$ cat src/rtl/pipe_hazard_ctrl_pkg.sv
// Shared types and constants for the pipeline hazard controller.
// Contents:
//   state_t  - sequencer state (RUN, WAIT, ERR)
//   ctrl_t   - packed bundle of all pipeline-register write-enable/clear strobes
//   CTRL_*   - the fixed strobe patterns used by the output mux
package pipe_hazard_ctrl_pkg;

  localparam int XZR_IDX = 31;

  typedef enum logic [1:0] {
    RUN  = 2'd0,
    WAIT = 2'd1,
    ERR  = 2'd2
  } state_t;

  typedef struct packed {
    logic pc_wren;
    logic if_id_wren;
    logic if_id_flush;
    logic id_ex_wren;
    logic id_ex_flush;
    logic ex_mem_wren;
    logic ex_mem_flush;
    logic mem_wb_wren;
  } ctrl_t;

  // Reset: hold everything and clear every register that has a clear strobe.
  localparam ctrl_t CTRL_RESET    = '{1'b0, 1'b0, 1'b1, 1'b0, 1'b1, 1'b0, 1'b1, 1'b0};
  // Full freeze: nothing moves, nothing is cleared.
  localparam ctrl_t CTRL_FREEZE   = '{1'b0, 1'b0, 1'b0, 1'b0, 1'b0, 1'b0, 1'b0, 1'b0};
  // Taken branch: everything advances, the three younger stages are squashed.
  localparam ctrl_t CTRL_BRANCH   = '{1'b1, 1'b1, 1'b1, 1'b1, 1'b1, 1'b1, 1'b1, 1'b1};
  // Load-use: hold PC and IF_ID, drop a bubble into ID_EX, let older stages drain.
  localparam ctrl_t CTRL_LOAD_USE = '{1'b0, 1'b0, 1'b0, 1'b1, 1'b1, 1'b1, 1'b0, 1'b1};
  // Normal flow.
  localparam ctrl_t CTRL_RUN      = '{1'b1, 1'b1, 1'b0, 1'b1, 1'b0, 1'b1, 1'b0, 1'b1};

endpackage

$ cat src/rtl/pipe_hazard_ctrl_if.sv
// Pipeline-register control bundle driven by the hazard controller.
// Signals: per-stage write-enables (pc, if_id, id_ex, ex_mem, mem_wb) and
// synchronous-clear strobes (if_id, id_ex, ex_mem).
// Modports: master = controller (drives), slave = pipeline datapath (consumes).
interface pipe_hazard_ctrl_if;
  logic pc_wren;
  logic if_id_wren;
  logic if_id_flush;
  logic id_ex_wren;
  logic id_ex_flush;
  logic ex_mem_wren;
  logic ex_mem_flush;
  logic mem_wb_wren;

  modport master (
    output pc_wren, if_id_wren, if_id_flush, id_ex_wren,
           id_ex_flush, ex_mem_wren, ex_mem_flush, mem_wb_wren
  );

  modport slave (
    input  pc_wren, if_id_wren, if_id_flush, id_ex_wren,
           id_ex_flush, ex_mem_wren, ex_mem_flush, mem_wb_wren
  );
endinterface

$ cat src/rtl/pipe_hazard_ctrl_load_use_detect.sv
// Load-use hazard comparator (purely combinational).
// Ports:
//   id_rn, id_rm, id_uses_rm - source operands of the instruction in ID
//   ex_rd, ex_mem_read, ex_valid - destination/type of the instruction in EX
//   hit - ID must stall one cycle waiting for the EX load result
module pipe_hazard_ctrl_load_use_detect #(
  parameter int REG_W = 5,
  parameter int XZR   = 31
) (
  input  logic [REG_W-1:0] id_rn,
  input  logic [REG_W-1:0] id_rm,
  input  logic             id_uses_rm,
  input  logic [REG_W-1:0] ex_rd,
  input  logic             ex_mem_read,
  input  logic             ex_valid,
  output logic             hit
);
  import pipe_hazard_ctrl_pkg::*;

  localparam logic [REG_W-1:0] XZR_V = REG_W'(XZR);

  logic rn_match;
  logic rm_match;

  assign rn_match = (ex_rd == id_rn);
  // id_rm is only a real operand when the ID instruction actually reads it
  assign rm_match = id_uses_rm && (ex_rd == id_rm);
  // The zero register is never written, so a load targeting it creates no dependency
  assign hit      = ex_valid && ex_mem_read && (ex_rd != XZR_V) && (rn_match || rm_match);

endmodule

$ cat src/rtl/pipe_hazard_ctrl.sv
// Central stall/flush sequencer for the 5-stage pipeline.
// Ports:
//   clock, reset            - rising-edge clock, synchronous active-high reset
//   id_rn/id_rm/id_uses_rm  - ID-stage source operands
//   ex_rd/ex_mem_read/ex_valid - EX-stage destination and load flag
//   br_taken                - taken branch resolved in MEM
//   dmem_busy               - data memory not ready, freeze request
//   bus (master)            - write-enables and clear strobes of all pipeline registers
//   err                     - sticky watchdog error (memory wait too long)
//   stall_cnt, flush_cnt    - saturating performance counters
// Control strobes are combinational from state and inputs; state and counters are registered.
module pipe_hazard_ctrl #(
  parameter int REG_W    = 5,
  parameter int XZR      = pipe_hazard_ctrl_pkg::XZR_IDX,
  parameter int MAX_WAIT = 64,
  parameter int CNT_W    = 32
) (
  input  logic               clock,
  input  logic               reset,
  input  logic [REG_W-1:0]   id_rn,
  input  logic [REG_W-1:0]   id_rm,
  input  logic               id_uses_rm,
  input  logic [REG_W-1:0]   ex_rd,
  input  logic               ex_mem_read,
  input  logic               ex_valid,
  input  logic               br_taken,
  input  logic               dmem_busy,
  pipe_hazard_ctrl_if.master bus,
  output logic               err,
  output logic [CNT_W-1:0]   stall_cnt,
  output logic [CNT_W-1:0]   flush_cnt
);
  import pipe_hazard_ctrl_pkg::*;

  localparam int WAIT_W = $clog2(MAX_WAIT + 1);
  localparam logic [WAIT_W-1:0] MAX_WAIT_V = WAIT_W'(MAX_WAIT);
  localparam logic [CNT_W-1:0]  CNT_MAX    = {CNT_W{1'b1}};

  state_t            state;
  state_t            next_state;
  logic [WAIT_W-1:0] wait_cnt;
  logic [WAIT_W-1:0] next_wait;
  logic              hit;
  logic              stall_inc;
  logic              flush_inc;
  ctrl_t             ctrl_next;
  ctrl_t             ctrl_out;

  pipe_hazard_ctrl_load_use_detect #(
    .REG_W (REG_W),
    .XZR   (XZR)
  ) u_load_use (
    .id_rn       (id_rn),
    .id_rm       (id_rm),
    .id_uses_rm  (id_uses_rm),
    .ex_rd       (ex_rd),
    .ex_mem_read (ex_mem_read),
    .ex_valid    (ex_valid),
    .hit         (hit)
  );

  // State register and memory-wait watchdog counter
  always_ff @(posedge clock) begin
    if (reset) begin
      state    <= RUN;
      wait_cnt <= '0;
    end else begin
      state    <= next_state;
      wait_cnt <= next_wait;
    end
  end

  // Next-state, watchdog and strobe selection in priority order: freeze, branch, load-use
  always_comb begin
    next_state = state;
    next_wait  = wait_cnt;
    ctrl_next  = CTRL_FREEZE;
    stall_inc  = 1'b0;
    flush_inc  = 1'b0;
    case (state)
      RUN, WAIT: begin
        if (dmem_busy) begin
          // A pending br_taken is held by the frozen EX_MEM, so it is replayed once busy drops
          ctrl_next = CTRL_FREEZE;
          stall_inc = 1'b1;
          if (state == RUN) begin
            next_state = WAIT;
            next_wait  = WAIT_W'(1);
          end else if (wait_cnt >= MAX_WAIT_V) begin
            next_state = ERR;
          end else begin
            next_wait = wait_cnt + WAIT_W'(1);
          end
        end else begin
          next_state = RUN;
          next_wait  = '0;
          if (br_taken) begin
            // The instruction causing any load-use hit is squashed anyway
            ctrl_next = CTRL_BRANCH;
            flush_inc = 1'b1;
          end else if (hit) begin
            ctrl_next = CTRL_LOAD_USE;
            stall_inc = 1'b1;
          end else begin
            ctrl_next = CTRL_RUN;
          end
        end
      end
      ERR: begin
        ctrl_next = CTRL_FREEZE;
      end
      default: begin
        // Unreachable encoding: park safely with the pipeline frozen
        next_state = ERR;
        ctrl_next  = CTRL_FREEZE;
      end
    endcase
  end

  // Saturating performance counters
  always_ff @(posedge clock) begin
    if (reset) begin
      stall_cnt <= '0;
      flush_cnt <= '0;
    end else begin
      if (stall_inc && (stall_cnt != CNT_MAX)) begin
        stall_cnt <= stall_cnt + CNT_W'(1);
      end
      if (flush_inc && (flush_cnt != CNT_MAX)) begin
        flush_cnt <= flush_cnt + CNT_W'(1);
      end
    end
  end

  // While reset is held the strobes clear the pipeline regardless of state
  assign ctrl_out = reset ? CTRL_RESET : ctrl_next;
  assign err      = (state == ERR);

  assign bus.pc_wren      = ctrl_out.pc_wren;
  assign bus.if_id_wren   = ctrl_out.if_id_wren;
  assign bus.if_id_flush  = ctrl_out.if_id_flush;
  assign bus.id_ex_wren   = ctrl_out.id_ex_wren;
  assign bus.id_ex_flush  = ctrl_out.id_ex_flush;
  assign bus.ex_mem_wren  = ctrl_out.ex_mem_wren;
  assign bus.ex_mem_flush = ctrl_out.ex_mem_flush;
  assign bus.mem_wb_wren  = ctrl_out.mem_wb_wren;

endmodule
$ cat src/flat_wrapper.sv
// flat-port wrapper written by rule: the top's interface ports become plain ports
module pipe_hazard_ctrl_flat import pipe_hazard_ctrl_pkg::*;
#(
  parameter int REG_W    = 5,
  parameter int XZR      = pipe_hazard_ctrl_pkg::XZR_IDX,
  parameter int MAX_WAIT = 64,
  parameter int CNT_W    = 32
)
  (clock, reset, id_rn, id_rm, id_uses_rm, ex_rd, ex_mem_read, ex_valid, br_taken, dmem_busy, err, stall_cnt, flush_cnt, bus_pc_wren, bus_if_id_wren, bus_if_id_flush, bus_id_ex_wren, bus_id_ex_flush, bus_ex_mem_wren, bus_ex_mem_flush, bus_mem_wb_wren);
  pipe_hazard_ctrl_if bus_i ();
  input  logic clock;
  input  logic reset;
  input  logic [REG_W-1:0] id_rn;
  input  logic [REG_W-1:0] id_rm;
  input  logic id_uses_rm;
  input  logic [REG_W-1:0] ex_rd;
  input  logic ex_mem_read;
  input  logic ex_valid;
  input  logic br_taken;
  input  logic dmem_busy;
  output logic err;
  output logic [CNT_W-1:0] stall_cnt;
  output logic [CNT_W-1:0] flush_cnt;
  output wire logic [$bits(bus_i.pc_wren)-1:0] bus_pc_wren;
  output wire logic [$bits(bus_i.if_id_wren)-1:0] bus_if_id_wren;
  output wire logic [$bits(bus_i.if_id_flush)-1:0] bus_if_id_flush;
  output wire logic [$bits(bus_i.id_ex_wren)-1:0] bus_id_ex_wren;
  output wire logic [$bits(bus_i.id_ex_flush)-1:0] bus_id_ex_flush;
  output wire logic [$bits(bus_i.ex_mem_wren)-1:0] bus_ex_mem_wren;
  output wire logic [$bits(bus_i.ex_mem_flush)-1:0] bus_ex_mem_flush;
  output wire logic [$bits(bus_i.mem_wb_wren)-1:0] bus_mem_wb_wren;
  assign bus_pc_wren = bus_i.pc_wren;
  assign bus_if_id_wren = bus_i.if_id_wren;
  assign bus_if_id_flush = bus_i.if_id_flush;
  assign bus_id_ex_wren = bus_i.id_ex_wren;
  assign bus_id_ex_flush = bus_i.id_ex_flush;
  assign bus_ex_mem_wren = bus_i.ex_mem_wren;
  assign bus_ex_mem_flush = bus_i.ex_mem_flush;
  assign bus_mem_wb_wren = bus_i.mem_wb_wren;
  pipe_hazard_ctrl #(.REG_W(REG_W), .XZR(XZR), .MAX_WAIT(MAX_WAIT), .CNT_W(CNT_W)) u_core (.clock(clock), .reset(reset), .id_rn(id_rn), .id_rm(id_rm), .id_uses_rm(id_uses_rm), .ex_rd(ex_rd), .ex_mem_read(ex_mem_read), .ex_valid(ex_valid), .br_taken(br_taken), .dmem_busy(dmem_busy), .bus(bus_i), .err(err), .stall_cnt(stall_cnt), .flush_cnt(flush_cnt));
endmodule
$ cat config.mk
export PLATFORM = sky130hd
export DESIGN_NAME = pipe_hazard_ctrl_flat
export DESIGN_NICKNAME = d
export VERILOG_FILES = /design/src/rtl/pipe_hazard_ctrl_pkg.sv /design/src/rtl/pipe_hazard_ctrl_if.sv /design/src/rtl/pipe_hazard_ctrl_load_use_detect.sv /design/src/rtl/pipe_hazard_ctrl.sv /design/src/flat_wrapper.sv
export SDC_FILE = /design/constraint.sdc
export NUM_CORES = 1
export LEC_CHECK = 0
export BUFFER_PORTS_ARGS = -buffer_cell sky130_fd_sc_hd__buf_4
export CAP_MARGIN = 15
export CORE_AREA = 8 8 94 96
export CTS_BUF_LIST = sky130_fd_sc_hd__clkbuf_2
export CTS_CLUSTER_SIZE = 12
export DETAILED_ROUTE_END_ITERATION = 16
export DIE_AREA = 0 0 102 104
export GPL_ROUTABILITY_DRIVEN = 0
export GPL_TIMING_DRIVEN = 0
export MAX_ROUTING_LAYER = met4
export PLACE_DENSITY = 0.88
export SETUP_SLACK_MARGIN = 0.15
export SYNTH_ARGS = -nofsm -noshare
export SYNTH_HDL_FRONTEND = slang
export SYNTH_HIERARCHICAL = 1
export SYNTH_SLANG_ARGS = --single-unit
$ cat constraint.sdc
create_clock -name clock -period 3.2 [get_ports clock]
set_clock_uncertainty 0.15 [all_clocks]
set_input_delay 0 -clock clock [delete_from_list [all_inputs] [get_ports clock]]
set_output_delay 0 -clock clock [all_outputs]
set_load 0.02 [all_outputs]
# Yosys cells after proc, flatten, opt, wreduce, memory -nomap -nowiden
# Cells that the tools add are included.
# totals
register_bits	73
out_inout_bits	73
word_cells	48
# classes
add_sub_neg	3
magnitude_cmp	1
n_eq_ne	9
muxes	19
n_bitwise	1
n_reduce_logical	11
# ops
op	count
adder 32 x 1 -> 32 bit, second input constant	2
inequality test 32 bit, second input constant	2
2-to-1 mux 8 bit	5
2-to-1 mux 7 bit	3
== test 5 bit	2
adder 7 x 1 -> 7 bit, second input constant	1
>= comparator 7 bit, second input constant	1
2-to-1 mux 1 bit	7
logical AND 1 bit	6
2-to-1 mux 2 bit	3
inequality test 5 bit, second input constant	1
inequality test 4 x 2 -> 1 bit, second input constant	1
one-hot mux 2 bit (2 select lines)	1
AND reduction 2 bit	2
inequality test 3 x 2 -> 1 bit, second input constant	1
== test 2 x 1 -> 1 bit, second input constant	1
== test 2 bit, second input constant	1
logical NOT 2 bit	1
OR reduction 2 bit	1
logical OR 1 bit	1
inverter 1 bit	1

# Logic depth before layout (Yosys ltp)
# Gate-level depths: netlist of run 1.
# depth
word_depth	9
ltp_mapped	10
depth_no_buf	9

# Hierarchy
# Netlist of run 1, hierarchy kept.
# modules_own_cells
module	instances	cells_per_inst	area_each_um2	seq_area_each_um2
pipe_hazard_ctrl	1	451	3767.4	1461.4
pipe_hazard_ctrl_load_use_detect	1	18	130.1	0.0

# Least setup slack after synthesis of run 1
# OpenSTA, ideal clock, no wires.
# synth_timing
path_type	register to register
start	register u_core.stall_cnt[0]
end	register u_core.stall_cnt[1]
setup_ns	0.128
arrival_time_ns	2.228
required_time_ns	2.922
path_slack_ns	0.694
stages_incl_launch_ff	8
path_buffers	1
period_less_slack_ns	2.506
path_cell_list	dfxtp_1 > ha_1 > nand4_1 > or4_1 > o31ai_2 > buf_4 > mux2i_1 > nor2_1
# synth_via
elab_chain_len	2
# synth_rtl
element	line_no	source
start, declared	pipe_hazard_ctrl.sv:30	output logic [CNT_W-1:0] stall_cnt,
start signal, assigned	pipe_hazard_ctrl.sv:127	stall_cnt <= stall_cnt + CNT_W'(1);
branches (longest 2 deep; another with adder 32 x 1 -> 32 bit)	-	
# Parallel ways; which one is timed is not known.
# A chain may end at the register's enable or synchronous reset.

# Worst setup path in the final report of run 1
# Same ends and word-level chain as after synthesis.

==> flow_metrics.env, run 1 <==
export IMPL_num_antenna_cells=0
export IMPL_period_minus_slack_ns=2.82
export IMPL_cts_resized=0
export IMPL_power_density_nw_per_um2=320
export IMPL_multi_input_area_sq_um=2310
export IMPL_p_leak_uw=0.00169
export IMPL_cts_made_buffers=9
export IMPL_routed_wl_um=11200
export IMPL_grt_pass1_vias=4007
export IMPL_worstPathArrival_ns=3.07
export IMPL_synth_avg_cell_area_sq_um=8.31
export IMPL_grt_max_degree=13
export IMPL_synth_ff_type="dfxtp_1"
export IMPL_cts_root_buf="clkbuf_2"
export IMPL_r2r_start="u_core/stall_cnt[0]"
export IMPL_crit_end="u_core/stall_cnt[1]"
export IMPL_fp_dieH_um=104
export IMPL_endpoint_kind="register"
export IMPL_worstMarginPinSlew_ns=0.802
export IMPL_crit_fanout=10
export IMPL_grt_pass1_wl_um=18000
export IMPL_synthCells=469
export IMPL_total_power_uw=1560
export IMPL_synth_top_cells_by_count="dfxtp_1, a21oi_1, nor2_1"
export IMPL_seq_area_sq_um=1460
export IMPL_synthMostInstantiatedCell="dfxtp_1"
export IMPL_layout_setup_ws_ns=0.378
export IMPL_synth_top_area_cell="dfxtp_1"
export IMPL_clock_path_buffers=2
export IMPL_drive_gt1_share_pct=23.4
export IMPL_cp_required_ns=3.44
export IMPL_start_util_pct=52.3
export IMPL_clk_latency_ns=0.51
export IMPL_startpoint="u_core/stall_cnt[0]"
export IMPL_relSlewSlack_pct=45.8
export IMPL_drtPass1Iterations=5
export IMPL_regToRegEndpoint="u_core/stall_cnt[1]"
export IMPL_cts_tree="done"
export IMPL_finalHoldViolCount=0
export IMPL_path_class="reg2reg"
export IMPL_die_width_um=102
export IMPL_hold_class="in2reg"
export IMPL_die_area_sq_um=10600
export IMPL_cts_max_level=3
export IMPL_setup_violations=0
export IMPL_grt_usage_pct=20.9
export IMPL_drt_iter0_markers=246
export IMPL_ios=95
export IMPL_grt_overflow=0
export IMPL_cap_violations=0
export IMPL_ys_seq_elements=73
export IMPL_dp_hpwl_um=8490
export IMPL_postCtsSetupRepairBufs=0
export IMPL_synth_top_area_share_pct=37.5
export IMPL_rsz0062_at_grt="no"
export IMPL_finalNetCount=602
export IMPL_ant_nets=0
export IMPL_antenna_found_initial=0
export IMPL_synthTopCellsByArea="dfxtp_1, a21oi_1, or3_1"
export IMPL_whs_ns=0.237
export IMPL_crit_slowest_cell="or4_1"
export IMPL_vias_per_cell=6.12
export IMPL_cts_sinks=73
export IMPL_worstPathCellList="ha_1 > nand4_1 > or4_1 > o31ai_2 > buf_4 > mux2i_1 > nor2_1"
export IMPL_path_clk_slew_ns=0.18
export IMPL_outcome="finished clean"
export IMPL_post_drt_wl_per_cell_um=16.3
export IMPL_dp_slack_ns=0.275
export IMPL_portBuffers=93
export IMPL_drc_errors=0
export IMPL_seq_area_frac_synth_pct=37.5
export IMPL_synth_area_sq_um=3900
export IMPL_ys_types=61
export IMPL_slew_violations=0
export IMPL_postLayoutCoreUtil_pct=65.4
export IMPL_yosysWarnings=6
export IMPL_synth_nets=494
export IMPL_r2r_setup_slack_ns=0.38
export IMPL_max_vdd_ir_drop_v=0.000219
export IMPL_critPathLaunchType="register"
export IMPL_fillCellCount=644
export IMPL_synth_async_reset_ratio_pct=0
export IMPL_reg2reg_depth=7
export IMPL_synth_edf_count=0
export IMPL_finalSetupTns_ns=0
export IMPL_max_stage_delay_ns=0.65
export IMPL_coreArea_sq_um=7450
export IMPL_syn_to_final_growth_pct=25.0
export IMPL_period_share_pct=88.2
export IMPL_row_count=32
export IMPL_num_vias=4189
export IMPL_max_freq_ghz=0.354
==> cell families (layout without fill, tap and decap cells) <==
kind of cell,after synthesis,after routing,synth area share [%]
xor gates and xnor gates,27,27,6.07
DFF,73,73,37.5
adders and majority gates,3,3,0.963
and+or+nand+nor,214,214,31.4
muxes,5,5,1.35
AOI/OAI and AO/OA,120,120,19.5
buffers and inverters,27,140,3.18
==> sequential cells by signal (all words and copies together) (netlist names) <==
signal            cells
u_core/flush_cnt     32
u_core/stall_cnt     32
u_core/state          2
u_core/wait_cnt       7
==> power breakdown <==
| group | switching (uW) | internal (uW) |
|---|---|---|
| sequential | 9.19 | 917 |
| combinational | 68.5 | 57.7 |
| clock | 324 | 186 |
| total | 401 | 1160 |
==> routing by layer <==
layer / share of wire, % / vias to the layer above / GRT usage [%]
met5: 0 / - / -
met4: 1.8 / 0 / 7.87
met1: 41 / 1957 / 23.2
li1: - / 2000 / -
met2: 48 / 206 / 34.9
met3: 8.4 / 26 / 5.09
==> placed cells by master (no fill, tap or decap), drive strengths merged, types with 4 or more instances in the layout <==
cell / synthesis / layout
or2: 7 / 7
dlygate4sd3: 0 / 4
or4: 19 / 19
and2: 5 / 5
clkbuf: 11 / 22
nand3: 24 / 24
buf: 9 / 102
or3: 26 / 26
inv: 7 / 8
xor2: 14 / 14
o31ai: 18 / 18
nor2: 39 / 39
nor4: 14 / 14
dfxtp: 73 / 73
o21ai: 28 / 28
nor2b: 4 / 4
and3: 4 / 4
a21oi: 49 / 49
o211ai: 5 / 5
nand2: 26 / 26
nand4: 25 / 25
nor3: 7 / 7
xnor2: 13 / 13
==> what timing repair did <==
item,CTS,global route
hold endpoints to repair,12,0
setup endpoints to repair,0,0
hold buffers,4,0
==> worst max-delay path, delay by kind of cell, from the launching register on <==
kind | cells | cell delay, ns
adder cells (fa/ha/maj) | 1 | 0.32
flip-flops | 1 | 0.45
multiplexers | 1 | 0.20
buffers and inverters | 1 | 0.27
AND/OR/NAND/NOR | 3 | 0.90
AO/OA/AOI/OAI | 1 | 0.43
==> cell type report <==
type	count	area share, %
Buffer	20	2.00
Clock buffer	11	1.13
Clock inverter	5	1.13
Inverter	7	0.539
Multi-Input combinational cell	369	47.4
Sequential cell	73	30.0
Tap cell	102	2.62
Timing Repair Buffer	97	15.1
==> stage by stage <==
stage          cells  cell area [sq um]
6_report         684               4870
3_5_place_dp     664               4720
4_1_cts          684               4870
5_1_grt          684               4870
2_1_floorplan    469               3900
3_3_place_gp     664               4720
==> worst min path at each step <==
stage                                      end      from  cells after the start
after global routing      u_core/flush_cnt[22]     reset                      4
after CTS                 u_core/stall_cnt[14]  ex_valid                      7
after floorplan                u_core/state[0]     reset                      1
after detailed placement       u_core/state[0]     reset                      2
after global placement         u_core/state[0]     reset                      2
final                     u_core/stall_cnt[14]  ex_valid                      7
(Power assumes the default switching activity.)
==> run 2, diff against run 1 <==
--- a/config.mk
+++ b/config.mk
@@ -7,15 +7,16 @@
 export LEC_CHECK = 0
 export BUFFER_PORTS_ARGS = -buffer_cell sky130_fd_sc_hd__buf_4
 export CAP_MARGIN = 15
-export CORE_AREA = 8 8 94 96
+export CELL_PAD_IN_SITES_DETAIL_PLACEMENT = 0
+export CELL_PAD_IN_SITES_GLOBAL_PLACEMENT = 2
+export CORE_AREA = 8 8 120 122
 export CTS_BUF_LIST = sky130_fd_sc_hd__clkbuf_2
 export CTS_CLUSTER_SIZE = 12
 export DETAILED_ROUTE_END_ITERATION = 16
-export DIE_AREA = 0 0 102 104
+export DIE_AREA = 0 0 128 130
 export GPL_ROUTABILITY_DRIVEN = 0
-export GPL_TIMING_DRIVEN = 0
 export MAX_ROUTING_LAYER = met4
-export PLACE_DENSITY = 0.88
+export PLACE_DENSITY = 0.89
 export SETUP_SLACK_MARGIN = 0.15
 export SYNTH_ARGS = -nofsm -noshare
 export SYNTH_HDL_FRONTEND = slang
==> run 2 against run 1 <==
Compared with the run above: combinational power fell by 6%; core utilization fell by 25 points; clock power rose by 45%; clock-buffer cell count fell by 2; setup slack improved by 0.16 ns; sequential share of layout area fell by 0.56 points; critical path type unchanged; largest cell class unchanged.
==> flow_metrics.env, run 2 (synthesized netlist as in run 1, its figures left out) <==
export IMPL_crit_slowest_cell="or4_1"
export IMPL_num_vias=3960
export IMPL_rsz0062_at_grt="no"
export IMPL_path_clk_slew_ns=0.21
export IMPL_grt_usage_pct=14.1
export IMPL_place_area_sq_um=4760
export IMPL_slew_violations=0
export IMPL_clock_path_buffers=2
export IMPL_grt_use_met1_pct=17.3
export IMPL_hold_class="in2reg"
export IMPL_cts_root_buf="clkbuf_2"
export IMPL_use_met2_pct=22.1
export IMPL_drive_gt1_share_pct=23.5
export IMPL_worstMarginPinSlew_ns=0.850
export IMPL_dp_slack_ns=0.266
export IMPL_post_drt_wl_per_cell_um=15.6
export IMPL_max_stage_delay_ns=0.69
export IMPL_power_density_nw_per_um2=360
export IMPL_p_leak_uw=0.00169
export IMPL_row_count=41
export IMPL_vias_per_cell=5.36
export IMPL_path_common_cell="or4_1"
export IMPL_outcome="finished clean"
export IMPL_postCtsSetupRepairBufs=0
export IMPL_endpoint_kind="register"
export IMPL_cap_violations=0
export IMPL_fp_dieH_um=130
export IMPL_ios=95
export IMPL_coreArea_sq_um=12400
export IMPL_worstPathArrival_ns=2.93
export IMPL_drt_iter0_markers=232
export IMPL_cts_hold_buffers_added=3
export IMPL_dp_hpwl_um=8320
export IMPL_setup_violations=0
export IMPL_min_from="id_uses_rm"
export IMPL_finalNetCount=587
export IMPL_drc_errors=0
export IMPL_grt_max_degree=77
export IMPL_cts_made_buffers=9
export IMPL_r2r_start="u_core/flush_cnt[26]"
export IMPL_ant_nets=0
export IMPL_dpl_cell_count=720
export IMPL_relSlewSlack_pct=42.5
export IMPL_grt_pass1_vias=3676
export IMPL_hold_path_depth=7
export IMPL_critPathLaunchType="register"
export IMPL_routed_wl_um=11500
export IMPL_mostFrequentLayoutCell="buf_4"
export IMPL_worstPathCellList="nand4_1 > or4_1 > nor3_2 > or4_1 > a21oi_1"
export IMPL_final_cell_mix="buf_4, dfxtp_1, a21oi_1, nor2_1, or3_1"
export IMPL_max_vdd_ir_drop_v=0.000194
export IMPL_grt_use_met3_pct=4.24
export IMPL_cts_resized=0
export IMPL_max_freq_ghz=0.375
export IMPL_start_util_pct=31.4
export IMPL_finalHoldViolCount=0
export IMPL_fillCellCount=1319
export IMPL_cts_max_level=3
export IMPL_antenna_found_initial=0
export IMPL_cts_sinks=73
export IMPL_num_antenna_cells=0
export IMPL_top_regs="u_core/flush_cnt: 32 flops, u_core/stall_cnt: 32 flops, u_core/wait_cnt: 7 flops"
export IMPL_cts_tree="done"
export IMPL_cp_required_ns=3.46
export IMPL_crit_fanout=14
export IMPL_portBuffers=94
export IMPL_syn_to_final_growth_pct=27.4
export IMPL_drtPass1Iterations=4
export IMPL_reg2reg_depth=5
export IMPL_final_cells=739
export IMPL_grt_pass1_wl_um=18600
export IMPL_startpoint="u_core/flush_cnt[26]"
export IMPL_path_class="reg2reg"
export IMPL_grt_overflow=0
export IMPL_design_area_sq_um=4970
export IMPL_period_share_pct=83.3
export IMPL_finalSetupTns_ns=0
export IMPL_die_area_sq_um=16600
export IMPL_layout_setup_ws_ns=0.534
export IMPL_die_width_um=128
export IMPL_r2r_setup_slack_ns=0.53
export IMPL_clk_latency_ns=0.53
export IMPL_gr_max_usage_layer="met2"
export IMPL_period_minus_slack_ns=2.67
run 2: cell count changes in the layout (fill, tap and decap cells not counted):
cell,previous run,this run
buf_1,1,0
buf_2,3,0
buf_4,98,99
bufinv_16,1,4
clkbuf_1,11,0
clkbuf_2,11,9
clkinv_1,1,2
clkinvlp_4,1,0
dlygate4sd3_1,4,3
inv_6,1,0
run 2: layout make-up:
class / count / area [sq um] / area share (%)
Clock buffer: 9 / 45.0 / 0.907
Clock inverter: 7 / 133 / 2.67
Sequential cell: 73 / 1460 / 29.4
Timing Repair Buffer: 102 / 773 / 15.6
Inverter: 7 / 26.3 / 0.529
Multi-Input combinational cell: 369 / 2310 / 46.6
Tap cell: 172 / 215 / 4.33
run 2: path summary, 6_finish.rpt:
check,endpoint
min,u_core/stall_cnt[14]
max reg2reg,u_core/flush_cnt[8]
min reg2reg,u_core/wait_cnt[5]
max,u_core/flush_cnt[8]
run 2: worst max-delay path, delay by kind of cell (launching register included):
family             cells  cell delay (ns)
and+or+nand+nor        4             1.86
AOI/OAI and AO/OA      1             0.07
DFF                    1             0.47
run 2: report_power, final:
group / total [uW] / internal [uW] / switching [uW]
clock: 741 / 409 / 333
combinational: 119 / 52.2 / 66.5
sequential: 926 / 917 / 9.00
total: 1790 / 1380 / 408
run 2: layer usage:
layer  part of all wire (%)  routed length (um)
met1                     47                5390
met2                     46                5340
met3                    5.8                 669
met4                    1.2                 133
met5                      0                   0
run 2: stage by stage:
stage          hold WS [ns]  power, uW  util (%)
2_1_floorplan       -0.0424       1010         -
4_1_cts              0.0962       1820      40.0
5_1_grt               0.139       1870      40.0
3_5_place_dp          0.246       1060      38.3
3_3_place_gp          0.239       1060      38.3
6_report              0.171       1790      40.0
